--- src/rtl/imm_gen_stage_if.sv ---
// -----------------------------------------------------------------------------
// imm_gen_stage_if
// Handshake and data bundle for the immediate-generation stage.
//   in_valid/in_ready/in_inst/in_pc : upstream transfer into the stage
//   out_valid/out_ready/out_*       : head entry presented to execute
//   out_target (IMM_GEN_TARGET_EN)  : pc + imm for branch/jump/AUIPC
// Modports:
//   master : the environment around the stage (drives in_* and out_ready)
//   slave  : the stage itself
// Optional feature macro: IMM_GEN_TARGET_EN
// -----------------------------------------------------------------------------
interface imm_gen_stage_if #(
    parameter int XLEN = 64
);
    logic            in_valid;
    logic            in_ready;
    logic [31:0]     in_inst;
    logic [XLEN-1:0] in_pc;
    logic            out_valid;
    logic            out_ready;
    logic [31:0]     out_inst;
    logic [XLEN-1:0] out_pc;
    logic [XLEN-1:0] out_imm;
    logic [2:0]      out_fmt;
    logic            out_illegal;
`ifdef IMM_GEN_TARGET_EN
    logic [XLEN-1:0] out_target;
`endif

    modport master (
        output in_valid, in_inst, in_pc, out_ready,
        input  in_ready, out_valid, out_inst, out_pc, out_imm, out_fmt,
`ifdef IMM_GEN_TARGET_EN
               out_target,
`endif
               out_illegal
    );

    modport slave (
        input  in_valid, in_inst, in_pc, out_ready,
        output in_ready, out_valid, out_inst, out_pc, out_imm, out_fmt,
`ifdef IMM_GEN_TARGET_EN
               out_target,
`endif
               out_illegal
    );
endinterface

--- src/rtl/imm_gen_stage.sv ---
// -----------------------------------------------------------------------------
// imm_gen_stage
// Registered immediate-generation stage between fetch and execute. Decodes the
// instruction format and the XLEN sign-extended immediate, flags encodings that
// are illegal for XLEN, and holds results in a 2-entry skid buffer so in_ready
// depends only on the stage's own state.
// Ports:
//   clk    : clock, rising edge
//   rst_n  : asynchronous active-low reset (clears both entries and out_*)
//   flush  : synchronous flush, drops both entries and any push/pop this cycle
//   bus    : imm_gen_stage_if.slave (in_* handshake, out_* head entry)
// Optional feature macro: IMM_GEN_TARGET_EN adds out_target = out_pc + out_imm,
// computed before the buffer, for B/J formats and AUIPC (0 otherwise).
// out_fmt: 0 NONE, 1 I, 2 S, 3 B, 4 U, 5 J, 6 SHAMT
// -----------------------------------------------------------------------------
module imm_gen_stage #(
    parameter int XLEN = 64
) (
    input  logic           clk,
    input  logic           rst_n,
    input  logic           flush,
    imm_gen_stage_if.slave bus
);
    localparam logic [2:0] FMT_NONE  = 3'd0;
    localparam logic [2:0] FMT_I     = 3'd1;
    localparam logic [2:0] FMT_S     = 3'd2;
    localparam logic [2:0] FMT_B     = 3'd3;
    localparam logic [2:0] FMT_U     = 3'd4;
    localparam logic [2:0] FMT_J     = 3'd5;
    localparam logic [2:0] FMT_SHAMT = 3'd6;

    localparam logic [4:0] OPC_LOAD     = 5'b00000;
    localparam logic [4:0] OPC_MISC_MEM = 5'b00011;
    localparam logic [4:0] OPC_OP_IMM   = 5'b00100;
    localparam logic [4:0] OPC_AUIPC    = 5'b00101;
    localparam logic [4:0] OPC_OP_IMM32 = 5'b00110;
    localparam logic [4:0] OPC_STORE    = 5'b01000;
    localparam logic [4:0] OPC_AMO      = 5'b01011;
    localparam logic [4:0] OPC_OP       = 5'b01100;
    localparam logic [4:0] OPC_LUI      = 5'b01101;
    localparam logic [4:0] OPC_OP_32    = 5'b01110;
    localparam logic [4:0] OPC_BRANCH   = 5'b11000;
    localparam logic [4:0] OPC_JALR     = 5'b11001;
    localparam logic [4:0] OPC_JAL      = 5'b11011;
    localparam logic [4:0] OPC_SYSTEM   = 5'b11100;

    typedef struct packed {
        logic [31:0]     inst;
        logic [XLEN-1:0] pc;
        logic [XLEN-1:0] imm;
        logic [2:0]      fmt;
        logic            illegal;
`ifdef IMM_GEN_TARGET_EN
        logic [XLEN-1:0] target;
`endif
    } entry_t;

    typedef enum logic [1:0] {
        ST_EMPTY = 2'd0,
        ST_ONE   = 2'd1,
        ST_FULL  = 2'd2
    } state_t;

    // Full decode of one instruction into a buffer entry. Illegal encodings
    // carry fmt NONE and a zero immediate so execute only has to look at the flag.
    function automatic entry_t decode_f(input logic [31:0] inst, input logic [XLEN-1:0] pc);
        entry_t          e;
        logic            is_shift;
        logic            illegal;
        logic [XLEN-1:0] imm_i, imm_s, imm_b, imm_j, imm_u, imm_sh, imm_shw;
        e        = '0;
        e.inst   = inst;
        e.pc     = pc;
        illegal  = 1'b0;
        is_shift = (inst[14:12] == 3'b001) || (inst[14:12] == 3'b101);
        imm_i    = {{(XLEN-12){inst[31]}}, inst[31:20]};
        imm_s    = {{(XLEN-12){inst[31]}}, inst[31:25], inst[11:7]};
        imm_b    = {{(XLEN-13){inst[31]}}, inst[31], inst[7], inst[30:25], inst[11:8], 1'b0};
        imm_j    = {{(XLEN-21){inst[31]}}, inst[31], inst[19:12], inst[20], inst[30:21], 1'b0};
        // Built at 64 bits then cut to XLEN, so XLEN=32 keeps the plain 32-bit value.
        imm_u    = XLEN'({{32{inst[31]}}, inst[31:12], 12'h000});
        imm_sh   = (XLEN == 64) ? XLEN'(inst[25:20]) : XLEN'(inst[24:20]);
        imm_shw  = XLEN'(inst[24:20]);
        case (inst[6:2])
            OPC_LOAD, OPC_JALR: begin
                e.fmt = FMT_I;
                e.imm = imm_i;
            end
            OPC_OP_IMM: begin
                if (is_shift) begin
                    illegal = (XLEN == 32) && inst[25];
                    e.fmt   = FMT_SHAMT;
                    e.imm   = imm_sh;
                end else begin
                    e.fmt = FMT_I;
                    e.imm = imm_i;
                end
            end
            OPC_OP_IMM32: begin
                if (XLEN == 32) begin
                    illegal = 1'b1;
                end else if (is_shift) begin
                    illegal = inst[25];
                    e.fmt   = FMT_SHAMT;
                    e.imm   = imm_shw;
                end else begin
                    e.fmt = FMT_I;
                    e.imm = imm_i;
                end
            end
            OPC_STORE: begin
                e.fmt = FMT_S;
                e.imm = imm_s;
            end
            OPC_BRANCH: begin
                e.fmt = FMT_B;
                e.imm = imm_b;
            end
            OPC_JAL: begin
                e.fmt = FMT_J;
                e.imm = imm_j;
            end
            OPC_LUI, OPC_AUIPC: begin
                e.fmt = FMT_U;
                e.imm = imm_u;
            end
            OPC_OP, OPC_MISC_MEM, OPC_SYSTEM, OPC_AMO: begin
                e.fmt = FMT_NONE;
            end
            OPC_OP_32: begin
                illegal = (XLEN == 32);
            end
            default: begin
                illegal = 1'b1;
            end
        endcase
        // Compressed or reserved low bits are never legal in this stage.
        illegal   = illegal | (inst[1:0] != 2'b11);
        e.illegal = illegal;
        if (illegal) begin
            e.fmt = FMT_NONE;
            e.imm = '0;
        end else begin
`ifdef IMM_GEN_TARGET_EN
            if ((e.fmt == FMT_B) || (e.fmt == FMT_J) || (inst[6:2] == OPC_AUIPC)) begin
                e.target = pc + e.imm;
            end else begin
                e.target = '0;
            end
`else
            e.fmt = e.fmt;
`endif
        end
        return e;
    endfunction

    state_t state_q, state_d;
    entry_t head_q, head_d;
    entry_t tail_q, tail_d;
    logic   out_valid_q, out_valid_d;
    logic   in_ready_q, in_ready_d;
    entry_t dec_s;
    logic   push_s;
    logic   pop_s;

    assign push_s = bus.in_valid & in_ready_q;
    assign pop_s  = out_valid_q & bus.out_ready;

    // Decode the word currently offered upstream.
    always_comb begin
        dec_s = decode_f(bus.in_inst, bus.in_pc);
    end

    // Skid-buffer next state: head is the FIFO front, tail only used in FULL.
    always_comb begin
        state_d = state_q;
        head_d  = head_q;
        tail_d  = tail_q;
        if (flush) begin
            state_d = ST_EMPTY;
        end else begin
            case (state_q)
                ST_EMPTY: begin
                    if (push_s) begin
                        head_d  = dec_s;
                        state_d = ST_ONE;
                    end else begin
                        state_d = ST_EMPTY;
                    end
                end
                ST_ONE: begin
                    if (push_s && pop_s) begin
                        head_d = dec_s;
                    end else if (push_s) begin
                        tail_d  = dec_s;
                        state_d = ST_FULL;
                    end else if (pop_s) begin
                        state_d = ST_EMPTY;
                    end else begin
                        state_d = ST_ONE;
                    end
                end
                ST_FULL: begin
                    if (pop_s) begin
                        head_d  = tail_q;
                        state_d = ST_ONE;
                    end else begin
                        state_d = ST_FULL;
                    end
                end
                default: begin
                    state_d = ST_EMPTY;
                end
            endcase
        end
        out_valid_d = (state_d != ST_EMPTY);
        in_ready_d  = (state_d != ST_FULL);
    end

    // State, entries and handshake outputs.
    always_ff @(posedge clk or negedge rst_n) begin
        if (!rst_n) begin
            state_q     <= ST_EMPTY;
            head_q      <= '0;
            tail_q      <= '0;
            out_valid_q <= 1'b0;
            in_ready_q  <= 1'b1;
        end else begin
            state_q     <= state_d;
            head_q      <= head_d;
            tail_q      <= tail_d;
            out_valid_q <= out_valid_d;
            in_ready_q  <= in_ready_d;
        end
    end

    assign bus.in_ready    = in_ready_q;
    assign bus.out_valid   = out_valid_q;
    assign bus.out_inst    = head_q.inst;
    assign bus.out_pc      = head_q.pc;
    assign bus.out_imm     = head_q.imm;
    assign bus.out_fmt     = head_q.fmt;
    assign bus.out_illegal = head_q.illegal;
`ifdef IMM_GEN_TARGET_EN
    assign bus.out_target  = head_q.target;
`endif
endmodule

--- src/flat_wrapper.sv ---
// flat-port wrapper written by rule: the top's interface ports become plain ports
module imm_gen_stage_flat 
#(
    parameter int XLEN = 64
)
  (clk, rst_n, flush, bus_in_valid, bus_in_inst, bus_in_pc, bus_out_ready, bus_in_ready, bus_out_valid, bus_out_inst, bus_out_pc, bus_out_imm, bus_out_fmt, bus_out_illegal);
  imm_gen_stage_if #(.XLEN(XLEN)) bus_i ();
  input  logic clk;
  input  logic rst_n;
  input  logic flush;
  input wire logic [$bits(bus_i.in_valid)-1:0] bus_in_valid;
  input wire logic [$bits(bus_i.in_inst)-1:0] bus_in_inst;
  input wire logic [$bits(bus_i.in_pc)-1:0] bus_in_pc;
  input wire logic [$bits(bus_i.out_ready)-1:0] bus_out_ready;
  output wire logic [$bits(bus_i.in_ready)-1:0] bus_in_ready;
  output wire logic [$bits(bus_i.out_valid)-1:0] bus_out_valid;
  output wire logic [$bits(bus_i.out_inst)-1:0] bus_out_inst;
  output wire logic [$bits(bus_i.out_pc)-1:0] bus_out_pc;
  output wire logic [$bits(bus_i.out_imm)-1:0] bus_out_imm;
  output wire logic [$bits(bus_i.out_fmt)-1:0] bus_out_fmt;
  output wire logic [$bits(bus_i.out_illegal)-1:0] bus_out_illegal;
  assign bus_i.in_valid = bus_in_valid;
  assign bus_i.in_inst = bus_in_inst;
  assign bus_i.in_pc = bus_in_pc;
  assign bus_i.out_ready = bus_out_ready;
  assign bus_in_ready = bus_i.in_ready;
  assign bus_out_valid = bus_i.out_valid;
  assign bus_out_inst = bus_i.out_inst;
  assign bus_out_pc = bus_i.out_pc;
  assign bus_out_imm = bus_i.out_imm;
  assign bus_out_fmt = bus_i.out_fmt;
  assign bus_out_illegal = bus_i.out_illegal;
  imm_gen_stage #(.XLEN(XLEN)) u_core (.clk(clk), .rst_n(rst_n), .flush(flush), .bus(bus_i));
endmodule
--- config.mk ---
export PLATFORM = sky130hd
export DESIGN_NAME = imm_gen_stage_flat
export DESIGN_NICKNAME = d
export VERILOG_FILES = /design/src/rtl/imm_gen_stage_if.sv /design/src/rtl/imm_gen_stage.sv /design/src/flat_wrapper.sv
export SDC_FILE = /design/constraint.sdc
export NUM_CORES = 1
export LEC_CHECK = 0
export ABC_AREA = 1
export CAP_MARGIN = 10
export CORE_UTILIZATION = 30
export CTS_CLUSTER_DIAMETER = 150
export DETAILED_ROUTE_END_ITERATION = 10
export REMOVE_ABC_BUFFERS = 1
export SYNTH_ARGS = -nofsm -noshare
export SYNTH_HDL_FRONTEND = slang
export SYNTH_SLANG_ARGS = --single-unit
--- constraint.sdc ---
create_clock -name clk -period 2.1 [get_ports clk]
set_input_delay 0.42 -clock clk [delete_from_list [all_inputs] [get_ports clk]]
set_output_delay 0.42 -clock clk [all_outputs]
set_load 0.01 [all_outputs]
---- Word-level counts from Yosys, hierarchy flattened ----
Cells that the tools add are included.
word-level totals
  output and inout port bits .............. 166
  bits in writable memories ............... 0
  flip-flop bits (word level) ............. 332
  memories ................................ 0
  memory bits (read-only) ................. 0
  latch bits .............................. 0
  input port bits ......................... 101
  word-level logic and storage cells ...... 70
cells by class
  reductions and logical operators ........ 11
  multiplexer cells ....................... 19
  equal/unequal tests ..................... 22
  bitwise logic cells ..................... 5
  shift operators ......................... 0
  multipliers ............................. 0
  div/mod/pow operators ................... 0
  add/subtract/negate cells ............... 0
  $lt $le $gt $ge ......................... 0
operator list
  cell                                                   number
  2-to-1 mux 164 bit                                     3
  case mux 164 bit (3 select lines)                      1
  case mux 64 bit (7 select lines)                       1
  2-to-1 mux 67 bit                                      2
  2-to-1 mux 64 bit                                      1
  equality test 5 x 4 -> 1 bit, second input constant    5
  case mux 3 bit (7 select lines)                        1
  equality test 5 bit, second input constant             4
  equality test 5 x 3 -> 1 bit, second input constant    3
  OR reduction 13 bit                                    1
  2-to-1 mux 2 bit                                       4
  inequality test 2 x 1 -> 1 bit, second input constant  3
  case mux 2 bit (3 select lines)                        1
  equality test 5 x 2 -> 1 bit, second input constant    1
  logical NOT 5 bit                                      1
  AND reduction 5 bit                                    1
  inequality test 2 bit, second input constant           2
  AND reduction 4 bit                                    1
  OR reduction 2 bit                                     2
  equality test 3 x 1 -> 1 bit, second input constant    1
  equality test 3 bit, second input constant             1
  2-to-1 mux 1 bit                                       3
  2-to-1 mux 3 bit                                       1
  nonzero test 3 bit                                     1
  10 further kinds                                       12

---- Longest topological paths before layout ----
Gate-level depths: netlist (run 1).
  depth after elaboration ................. 8
  gate-level depth with buffers ........... 12
  mapped depth without buffers ............ 11

---- Worst setup path after synthesis (run 1) ----
No wires, ideal clock.
  path type ............................... input -> register
  start point ............................. input port bus_in_inst[2]
  end point ............................... register u_core.head_q, in the netlist u_core.bus.out_imm[21]
  required time ........................... 2.034 ns
  library setup time ...................... 0.066 ns
  path slack .............................. 0.530 ns
  stages on the path ...................... 11
  arrival ................................. 1.505 ns
  buffers on the path ..................... 2
  cell sequence ........................... buf_2 > nor2_2 > nand3_2 > nor2_4 > buf_6 > nor2_1 > nand2_1 > nand2_1 > nand2_1 > nand2_1 > nand2_1
between the ends
  word-level cells in the longest chain between the ends .. 7
  elaborated cells on any way between the ends .. 24
  those cells by class .................... eq/ne (13); mux (6); bitwise (1); reduce/logical (4)
RTL lines
  item                                                        RTL line                                    source
  from (decl)                                                 flat_wrapper.sv:12                          input wire logic [$bits(bus_i.in_inst)-1:0] bus_in_inst;
  equality test 5 x 4 -> 1 bit, or another cell as far along  imm_gen_stage.sv:84                         case (inst[6:2])
  OR reduction 13 bit (no source line)                        --
  case mux 1 bit (2 select lines)                             imm_gen_stage.sv:84
  bitwise OR 1 bit                                            imm_gen_stage.sv:138                        illegal = illegal | (inst[1:0] != 2'b11);
  2-to-1 mux 64 bit *                                         imm_gen_stage.sv:140                        if (illegal) begin
  2-to-1 mux 164 bit (on tied branches)                       imm_gen_stage.sv:192, imm_gen_stage.sv:184
  case mux 164 bit (3 select lines) *                         imm_gen_stage.sv:182                        case (state_q)
  to (signal assigned)                                        imm_gen_stage.sv:224                        head_q <= '0;
  to (signal assigned)                                        imm_gen_stage.sv:230                        head_q <= head_d;
  to (decl)                                                   imm_gen_stage.sv:158                        entry_t head_q, head_d;
Mark *: on every way between the ends. The rest lies on a longest branch, timed or not. The select of a mux whose other input is x is not followed.
A chain may end at the register's enable or synchronous reset.

==> results of run 1 <==
logic make-up (layout without fill, tap and decap cells):
group / Yosys count / in the layout / synth area share
DFF: 268 / 268 / 0.538
buffers and inverters: 254 / 534 / 0.0927
AOI/OAI and AO/OA: 338 / 338 / 0.136
and+or+nand+nor: 754 / 754 / 0.233
other: 0 / 3 / 0
path summary, 6_finish.rpt:
check                                       startpoint               endpoint  slack, ps  depth (start not counted)
min in group clk                  u_core.bus.out_pc[2]   u_core.bus.out_pc[2]        480                          2
worst max-delay path            u_core.bus.out_imm[62]        bus_out_imm[63]         70                          2
max in group asynchronous                        rst_n      u_core.tail_q[73]        950                          3
worst min register to register    u_core.bus.out_pc[2]   u_core.bus.out_pc[2]        480                          2
worst min-delay path                             rst_n     u_core.tail_q[108]        410                          2
worst max register to register     u_core.bus.in_ready  u_core.bus.out_imm[7]        380                         10
cell usage after synthesis:
library cell / n / share of area
buf_1: 5 / 0.0015
o21ai_0: 300 / 0.12
buf_4: 36 / 0.022
clkbuf_1: 54 / 0.016
dfstp_2: 1 / 0.0021
buf_2: 30 / 0.012
o21ai_1: 33 / 0.013
o21ai_2: 1 / 0.00070
a211oi_1: 1 / 0.00060
buf_6: 4 / 0.0036
nor3_1: 6 / 0.0024
dfrtp_1: 267 / 0.54
nor2_2: 3 / 0.0015
inv_1: 120 / 0.036
a21oi_1: 3 / 0.0012
nor2_1: 130 / 0.039
nand3_1: 21 / 0.0084
nand2_1: 589 / 0.18
nor2_4: 2 / 0.0018
nand3_2: 3 / 0.0024
inv_2: 5 / 0.0015
routing by layer:
layer,up-vias,GRT usage,share of wire
li1,5537,-,-
met1,5106,0.213,0.46
met2,248,0.268,0.45
met3,45,0.0457,0.068
met4,0,0.0499,0.021
met5,-,0,0
worst max-delay path: cells and delay by family, from the launching register on:
family                 cells  cell delay [ps]
buffers and inverters      2              720
DFF                        1              370
repair_timing:
action,in CTS,in global routing
resized for setup,5,22
setup endpoints to repair,33,31
hold buffers,1,0
gates cloned,0,0
endpoints found under the hold margin,40,0
layout make-up:
cell class,count,area (µm²)
multi-input combinational,1092,4630
fill,4030,23500
clock inverter,10,178
sequential,268,6710
inverter,125,469
clock buffer,50,1050
antenna,3,7.51
timing repair buffer,349,3680
tap,532,666
per-stage QoR:
step | hold WS [ps] | TNS [ps] | instances | total power, mW
2_1_floorplan | 124 | -968880 | 1485 | 11.7
3_3_place_gp | 366 | -6260 | 2365 | 15.7
3_5_place_dp | 368 | -9810 | 2365 | 15.9
4_1_cts | 383 | 0 | 2426 | 22.5
5_1_grt | 421 | 0 | 2428 | 23.7
6_report | 406 | 0 | 2429 | 22.1
registers in the layout, summed over array words and instances, names as in the netlist:
register and count:
u_core.tail_q 132, u_core.bus.out_pc 64, u_core.bus.out_imm 32, u_core.bus.out_inst 32
u_core.bus.out_fmt 3, u_core.state_q 2, u_core.bus.in_ready 1, u_core.bus.out_illegal 1
u_core.bus.out_valid 1
power by group through the flow:
| stage | registers [mW] | logic, mW | clock network, mW |
|---|---|---|---|
| floorplan | 8.82 | 2.91 | 0 |
| global placement | 8.24 | 7.49 | 0 |
| detailed placement | 8.28 | 7.61 | 0 |
| CTS | 8.22 | 7.69 | 6.59 |
| global route | 8.42 | 8.44 | 6.79 |
| finish | 8.18 | 7.51 | 6.38 |
==> metrics.txt, run 1 <==
#FFs+latches synth 268; mean post-synth cell area ~7.7 µm²; grt total ovfl 0; core area between 40000 and 50000 µm²; commonest non-fill, non-tap cells in the layout 588 x nand2_1, 300 x o21ai_0, 267 x dfrtp_1, 241 x clkdlybuf4s50_1, 128 x nor2_1; HPWL after DPL between 20 and 25 mm; synth warn 0; CP cell instances buf_12, clkdlybuf4s50_1; initial core utilization 0.305; Die ar. 42400 µm²; net load switching power between 6 and 7 mW; clock sink count 268; unrepaired setup endpoints after global routing false; cts bufs inserted 34; PnR worst setup slack 73.8 ps; wire per inst 14.1 µm; Die Width 206 µm; Post-Syn Area approximately 12000 µm²; pre-CTS setup slack -192 ps; Post-Layout Inst Area around 17000 µm²; Area Overhead vs Synth 39.5%; Post-CTS Setup Repair Bufs 0; # Max-Cap Violations 0; Tmin final just over 2000 ps; Leakage a little under 9 nW; Worst-Skew Late Latency ~520 ps; Pwr Density 1270 nW/µm²; Routed WL 34.4 mm; Pre-antenna DRT Iters 5; most common cell after layout, fill and taps aside nand2_1; status finished clean; Net Sw Frac 0.316; Seq pwr share 0.371; Vias/cell approximately 4.5; Min-Delay Path Class input port to asynchronous set/reset pin; Int Pwr between 15 and 20 mW; Max Clock Freq slightly below 500 MHz; Port Buffers roughly 270; vias in the first global route about 11000; post-synthesis sequential area ratio 0.538; GR Util All Layers 0.165; Post-DRT Antenna Nets 0; Placement Cell Area between 15000 and 20000 µm²; Chip Height roughly 210 µm; Final setup violation count 0; synth unique cells 21; fin crit share 0.965; Post-Syn Instances about 1600; initial antenna violation count 3; Worst EP arrival around 1600 ps; clock buffer depth 3; worst stage delay on the critical path 550 ps; type of the worst setup path flop to output pin; share of layout cells above drive strength 1 0.0824; Fin. Hold Viols 0; Slew headroom 0.713; Tightest Pin Transition 427 ps; Worst Path Max Fanout 34; CP endpoint kind output pin; CTS root buf clkbuf_16; critical path required time between 1500 and 2000 ps; Comb pwr share 0.340; pin count of the biggest net entering global routing slightly above 90; H-tree Lvls 2; Clk network pwr share 0.289; # DRC 0; CTS clock-pin slew for the worst setup and hold paths about 60 ps; Slew Limit Fails 0; FP Rows 74; vias between 10000 and 15000; clock skew approximately 16 ps; CTS tree yes; Worst IR Drop VDD about 0.00063 V; number of I/O pins about 270; Iter 0 DRT Violations roughly 480; Net count, final 1971; first-pass GRT wire length 55.6 mm; fin util 0.425; startpoint types flop; routability cong. approximately 0.84; slowest CP cell clkdlybuf4s50_1
No activity file was read; power rests on OpenSTA's default activity.
==> run 2: changes to the inputs <==
--- a/config.mk
+++ b/config.mk
@@ -10,6 +10,8 @@
 export CORE_UTILIZATION = 30
 export CTS_CLUSTER_DIAMETER = 150
 export DETAILED_ROUTE_END_ITERATION = 10
+export MAX_ROUTING_LAYER = met4
+export PLACE_DENSITY = 0.61
 export REMOVE_ABC_BUFFERS = 1
 export SYNTH_ARGS = -nofsm -noshare
 export SYNTH_HDL_FRONTEND = slang
==> run 2 against run 1 <==
- first-iteration DRC count up 49%
- worst setup slack better by 29 ps
- sequential power about the same
- via count down 0.17%
- highest routed layer unchanged
- final area down 1.8%
- non-clock buffer count down 13
==> metrics.txt, run 2 (same netlist as run 1, synthesis figures left out) <==
Clk network pwr share 0.278; FP Rows 74; met3 wire length 1.96 mm; wire per inst 14.3 µm; Worst-Skew Late Latency 530 ps; critical path required time about 1700 ps; startpoint types flop; cts bufs inserted 34; fin crit share 0.951; Iter 0 DRT Violations 710; Comb pwr share 0.342; CP endpoint kind output pin; clock skew 13.3 ps; commonest non-fill, non-tap cells in the layout 588 x nand2_1, 300 x o21ai_0, 267 x dfrtp_1, 232 x clkdlybuf4s50_1, 128 x nor2_1; fillers a little over 4000; Post-DRT Antenna Nets 0; worst hold margin about 400 ps; Cells after DPL roughly 2400; RR Startpoint u_core.bus.in_ready; most common cell after layout, fill and taps aside nand2_1; initial core utilization 0.305; net load switching power about 7.0 mW; Area Overhead vs Synth 37.0%; share of layout cells above drive strength 1 0.0745; pre-CTS setup slack -189 ps; filler-free cell count of the finished design 2412; Leakage 8.39 nW; Pwr Density roughly 1300 nW/µm²; RR Endpoint u_core.bus.out_inst[1]; slowest CP cell dfstp_2; status finished clean; Min-Delay Path Class input port to asynchronous set/reset pin; Worst setup startpoint u_core.bus.in_ready; H-tree Lvls 2; unrepaired setup endpoints after global routing false; worst stage delay on the critical path 520 ps; critical path's top delay family flip-flops; Routed WL approximately 34 mm; wire length on met1 about 16 mm; Tightest Pin Transition between 400 and 500 ps; Vias/cell ~4.5; Worst IR Drop VDD roughly 0.00064 V; CTS clock-pin slew for the worst setup and hold paths ~60 ps; # Max-Cap Violations 0; Slew headroom 0.672; sum of buffers and inverters on the critical path 1; vias in the first global route 10535; r2r setup slk roughly 400 ps; Worst Path Max Fanout 2; fin util 0.417; core area between 40000 and 50000 µm²; Design Power 21.6 mW; CTS tree yes; Net count, final just under 2000; HPWL after DPL between 20 and 25 mm; pin count of the biggest net entering global routing between 100 and 150; Port Buffers around 270; DR WL met2 16.0 mm; Pre-antenna DRT Iters 5; first-pass GRT wire length 54.7 mm; CTS root buf clkbuf_16; Fin. Hold Viols 0; Chip Height 206 µm; grt total ovfl 0; type of the worst setup path flop to output pin; Post-CTS Setup Repair Bufs 0; max FFs per register approximately 130; Max Clock Freq ~500 MHz; clock buffer depth 3; clock sink count around 270; Top reg by flops u_core.tail_q; routability cong. roughly 0.85; Top Metal Used met4; PnR worst setup slack 103 ps; crit path to bus_in_ready; vias ~11000; Die Width 206 µm; critical path depth 1; initial antenna violation count 2; # DRC 0; Net Sw Frac 0.323; Worst EP arrival ~1600 ps; GR Util All Layers 0.168; Final setup violation count 0; Die ar. roughly 42000 µm²; Seq pwr share 0.380; Int Pwr 14.6 mW; number of I/O pins about 270; Slew Limit Fails 0; reg2reg path depth 9; Tmin final 2000 ps; CP cell instances clkdlybuf4s50_1
run 2: cell count changes in the layout (fill, tap and decap cells not counted), sizes merged:
cell	previous run	this run
diode	3	2
dlygate4sd2	2	24
clkbuf	50	48
buf	83	70
clkinvlp	1	2
clkdlybuf4s50	241	232
dlymetal6s2s	22	9
bufinv	5	3
run 2: power by group through the flow:
| stage | Sequential (mW) | Clock, mW | Combinational, mW |
|---|---|---|---|
| 2_1_floorplan | 8.82 | 0 | 2.91 |
| 3_3_place_gp | 8.23 | 0 | 7.44 |
| 6_report | 8.20 | 6.01 | 7.38 |
| 4_1_cts | 8.23 | 6.22 | 7.54 |
| 3_5_place_dp | 8.28 | 0 | 7.58 |
| 5_1_grt | 8.43 | 6.42 | 8.31 |
run 2: how the worst min path moves through the flow:
stage / startpoint / to / slack [ps] / cells after the start
floorplan: rst_n / u_core.bus.out_fmt[0] / 120 / 0
global placement: rst_n / u_core.bus.out_pc[47] / 370 / 1
detailed placement: rst_n / u_core.bus.out_pc[47] / 370 / 1
CTS: rst_n / u_core.bus.out_valid / 390 / 2
global route: rst_n / u_core.bus.out_valid / 420 / 2
finish: rst_n / u_core.bus.out_valid / 400 / 2
run 2: cell type report:
class,instances,area [µm²],area share
Timing Repair Buffer,336,3450,0.202
Antenna cell,2,5.00,0.000293
Clock buffer,48,1030,0.0602
Clock inverter,9,125,0.00733
Sequential cell,268,6710,0.393
Tap cell,532,666,0.0390
Multi-Input combinational cell,1092,4630,0.271
Inverter,125,469,0.0275
run 2: what timing repair did:
action,in CTS,in global routing
hold buffers,1,0
hold endpoints to repair,40,0
setup endpoints to repair,33,9
resized for setup,27,9
run 2: metrics by stage:
step                instance area (µm²)  setup TNS (ps)
global placement                  15900           -6300
floorplan                         11800         -968880
detailed placement                15900           -8370
global route                      17100               0
CTS                               17000               0
finish                            17100               0
run 2: metal layers:
layer  global-route usage  vias up
met5                    -        -
met4               0.0486        0
met3               0.0423       45
met2                0.265      239
met1                0.213     5129
li1                     -     5504
==> run 3: changes to the inputs <==
--- a/config.mk
+++ b/config.mk
@@ -7,6 +7,7 @@
 export LEC_CHECK = 0
 export ABC_AREA = 1
 export CAP_MARGIN = 10
+export CORE_MARGIN = 8
 export CORE_UTILIZATION = 30
 export CTS_CLUSTER_DIAMETER = 150
 export DETAILED_ROUTE_END_ITERATION = 10
==> run 3 against run 2 <==
- clock power is 9.0% lower
- global-route usage decreased by 1.9 points
- clock skew decreased by 5.4 ps
- routed wire length increased by 2.6%
- critical path depth did not move
- largest power group unchanged
- highest routed layer unchanged
==> metrics.txt, run 3 (same netlist as run 1, synthesis figures left out) <==
Net count, final approximately 1900; share of layout cells above drive strength 1 0.0680; Worst Path Max Fanout 2; Area Overhead vs Synth 35.1%; Routed WL ~35 mm; unrepaired setup endpoints after global routing false; initial antenna violation count 4; most common cell after layout, fill and taps aside nand2_1; CTS clock-pin slew for the worst setup and hold paths around 60 ps; critical path's top delay family flip-flops; PnR worst setup slack about 61 ps; critical path required time 1680 ps; Worst IR Drop VDD 0.000590 V; Fin. Hold Viols 0; number of I/O pins 267; Die Width roughly 220 µm; Chip Height between 200 and 250 µm; Comb pwr share 0.350; core area 40900 µm²; initial core utilization 0.305; Tightest Pin Transition between 500 and 600 ps; # DRC 0; HPWL after DPL 24.5 mm; pre-CTS setup slack -180 ps; Port Buffers about 270; status finished clean; routability cong. a little over 0.8; Final setup violation count 0; # Max-Cap Violations 0; Pre-antenna DRT Iters 5; Multi-input gate area 4630 µm²; Int Pwr roughly 14 mW; Die ar. about 48000 µm²; type of the worst setup path flop to output pin; fillers between 4000 and 5000; CTS root buf clkbuf_16; wire per inst 14.7 µm; Leakage around 8 nW; max FFs per register roughly 130; cts bufs inserted 31; vias ~11000; vias in the first global route about 11000; CP cell instances clkdlybuf4s50_1; Worst-Skew Late Latency ~560 ps; net load switching power 6.90 mW; Post-DRT Antenna Nets 0; register area 6710 µm²; clock buffer depth 3; worst stage delay on the critical path about 530 ps; CTS tree yes; Iter 0 DRT Violations ~970; fin crit share 0.971; GR Util All Layers 0.149; Vias/cell 4.49; Max Clock Freq between 400 and 500 MHz; Pwr Density between 1000 and 1500 nW/µm²; slowest CP cell dfstp_2; Min-Delay Path Class input port to asynchronous set/reset pin; grt total ovfl 0; Seq pwr share 0.390; CP endpoint kind output pin; sum of buffers and inverters on the critical path 1; Slew headroom 0.665; pin count of the biggest net entering global routing 94; Worst EP arrival 1620 ps; startpoint types flop; Top reg by flops u_core.tail_q; Slew Limit Fails 0; fin util 0.411; clock sink count approximately 270; FP Rows 74; Tmin final 2040 ps; clock skew slightly below 8 ps; Net Sw Frac 0.329; H-tree Lvls 1; commonest non-fill, non-tap cells in the layout 588 x nand2_1, 300 x o21ai_0, 267 x dfrtp_1, 232 x clkdlybuf4s50_1, 128 x nor2_1; first-pass GRT wire length 57.2 mm; Clk network pwr share 0.261
run 3: worst paths after layout:
check | from | endpoint | slack (ps) | cells after the start
setup reg to reg | u_core.state_q[0] | u_core.bus.out_pc[34] | 280 | 5
hold / removal | rst_n | u_core.tail_q[107] | 350 | 2
setup / recovery | u_core.bus.in_ready | bus_in_ready | 60 | 1
hold reg to reg | u_core.bus.out_pc[23] | u_core.bus.out_pc[23] | 480 | 2
min in group clk | bus_in_pc[55] | u_core.tail_q[123] | 450 | 3
max in group asynchronous | rst_n | u_core.tail_q[128] | 1080 | 3
run 3: per-layer routing:
| layer | GRT usage | part of all wire | vias up |
|---|---|---|---|
| met5 | - | 0 | - |
| met4 | 0.0437 | 0.022 | 0 |
| met3 | 0.0321 | 0.062 | 53 |
| met2 | 0.230 | 0.45 | 223 |
| met1 | 0.194 | 0.46 | 5023 |
| li1 | - | - | 5489 |
run 3: power groups by stage:
stage	logic, mW	clock network [mW]	registers (mW)
after floorplan	2.91	0	8.82
after global placement	7.49	0	8.22
after detailed placement	7.61	0	8.27
after CTS	7.52	5.67	8.21
after global routing	8.23	5.88	8.45
final	7.34	5.47	8.18
run 3: what timing repair did:
item | in CTS | in global routing
setup buffers | 0 | 0
gates resized for setup | 35 | 0
hold buffers | 1 | 0
setup endpoints to repair | 33 | 0
endpoints found under the hold margin | 31 | 0
run 3: cell type report:
type | count | area share
tap | 532 | 0.0395
inverter | 125 | 0.0279
multi-input combinational | 1092 | 0.275
antenna | 4 | 0.000594
timing repair buffer | 329 | 0.198
clock buffer | 47 | 0.0538
sequential | 268 | 0.398
clock inverter | 8 | 0.00706
run 3: per-stage QoR:
step                TNS (ps)  std cells  power (mW)  cell area, µm²  hold slack (ps)
floorplan            -968880       1485        11.7           11800              124
global placement       -5860       2345        15.7           15800              342
detailed placement     -8780       2345        15.9           15800              340
CTS                        0       2401        21.4           16800              320
global route               0       2405        22.6           16800              360
finish                     0       2405        21.0           16800              348
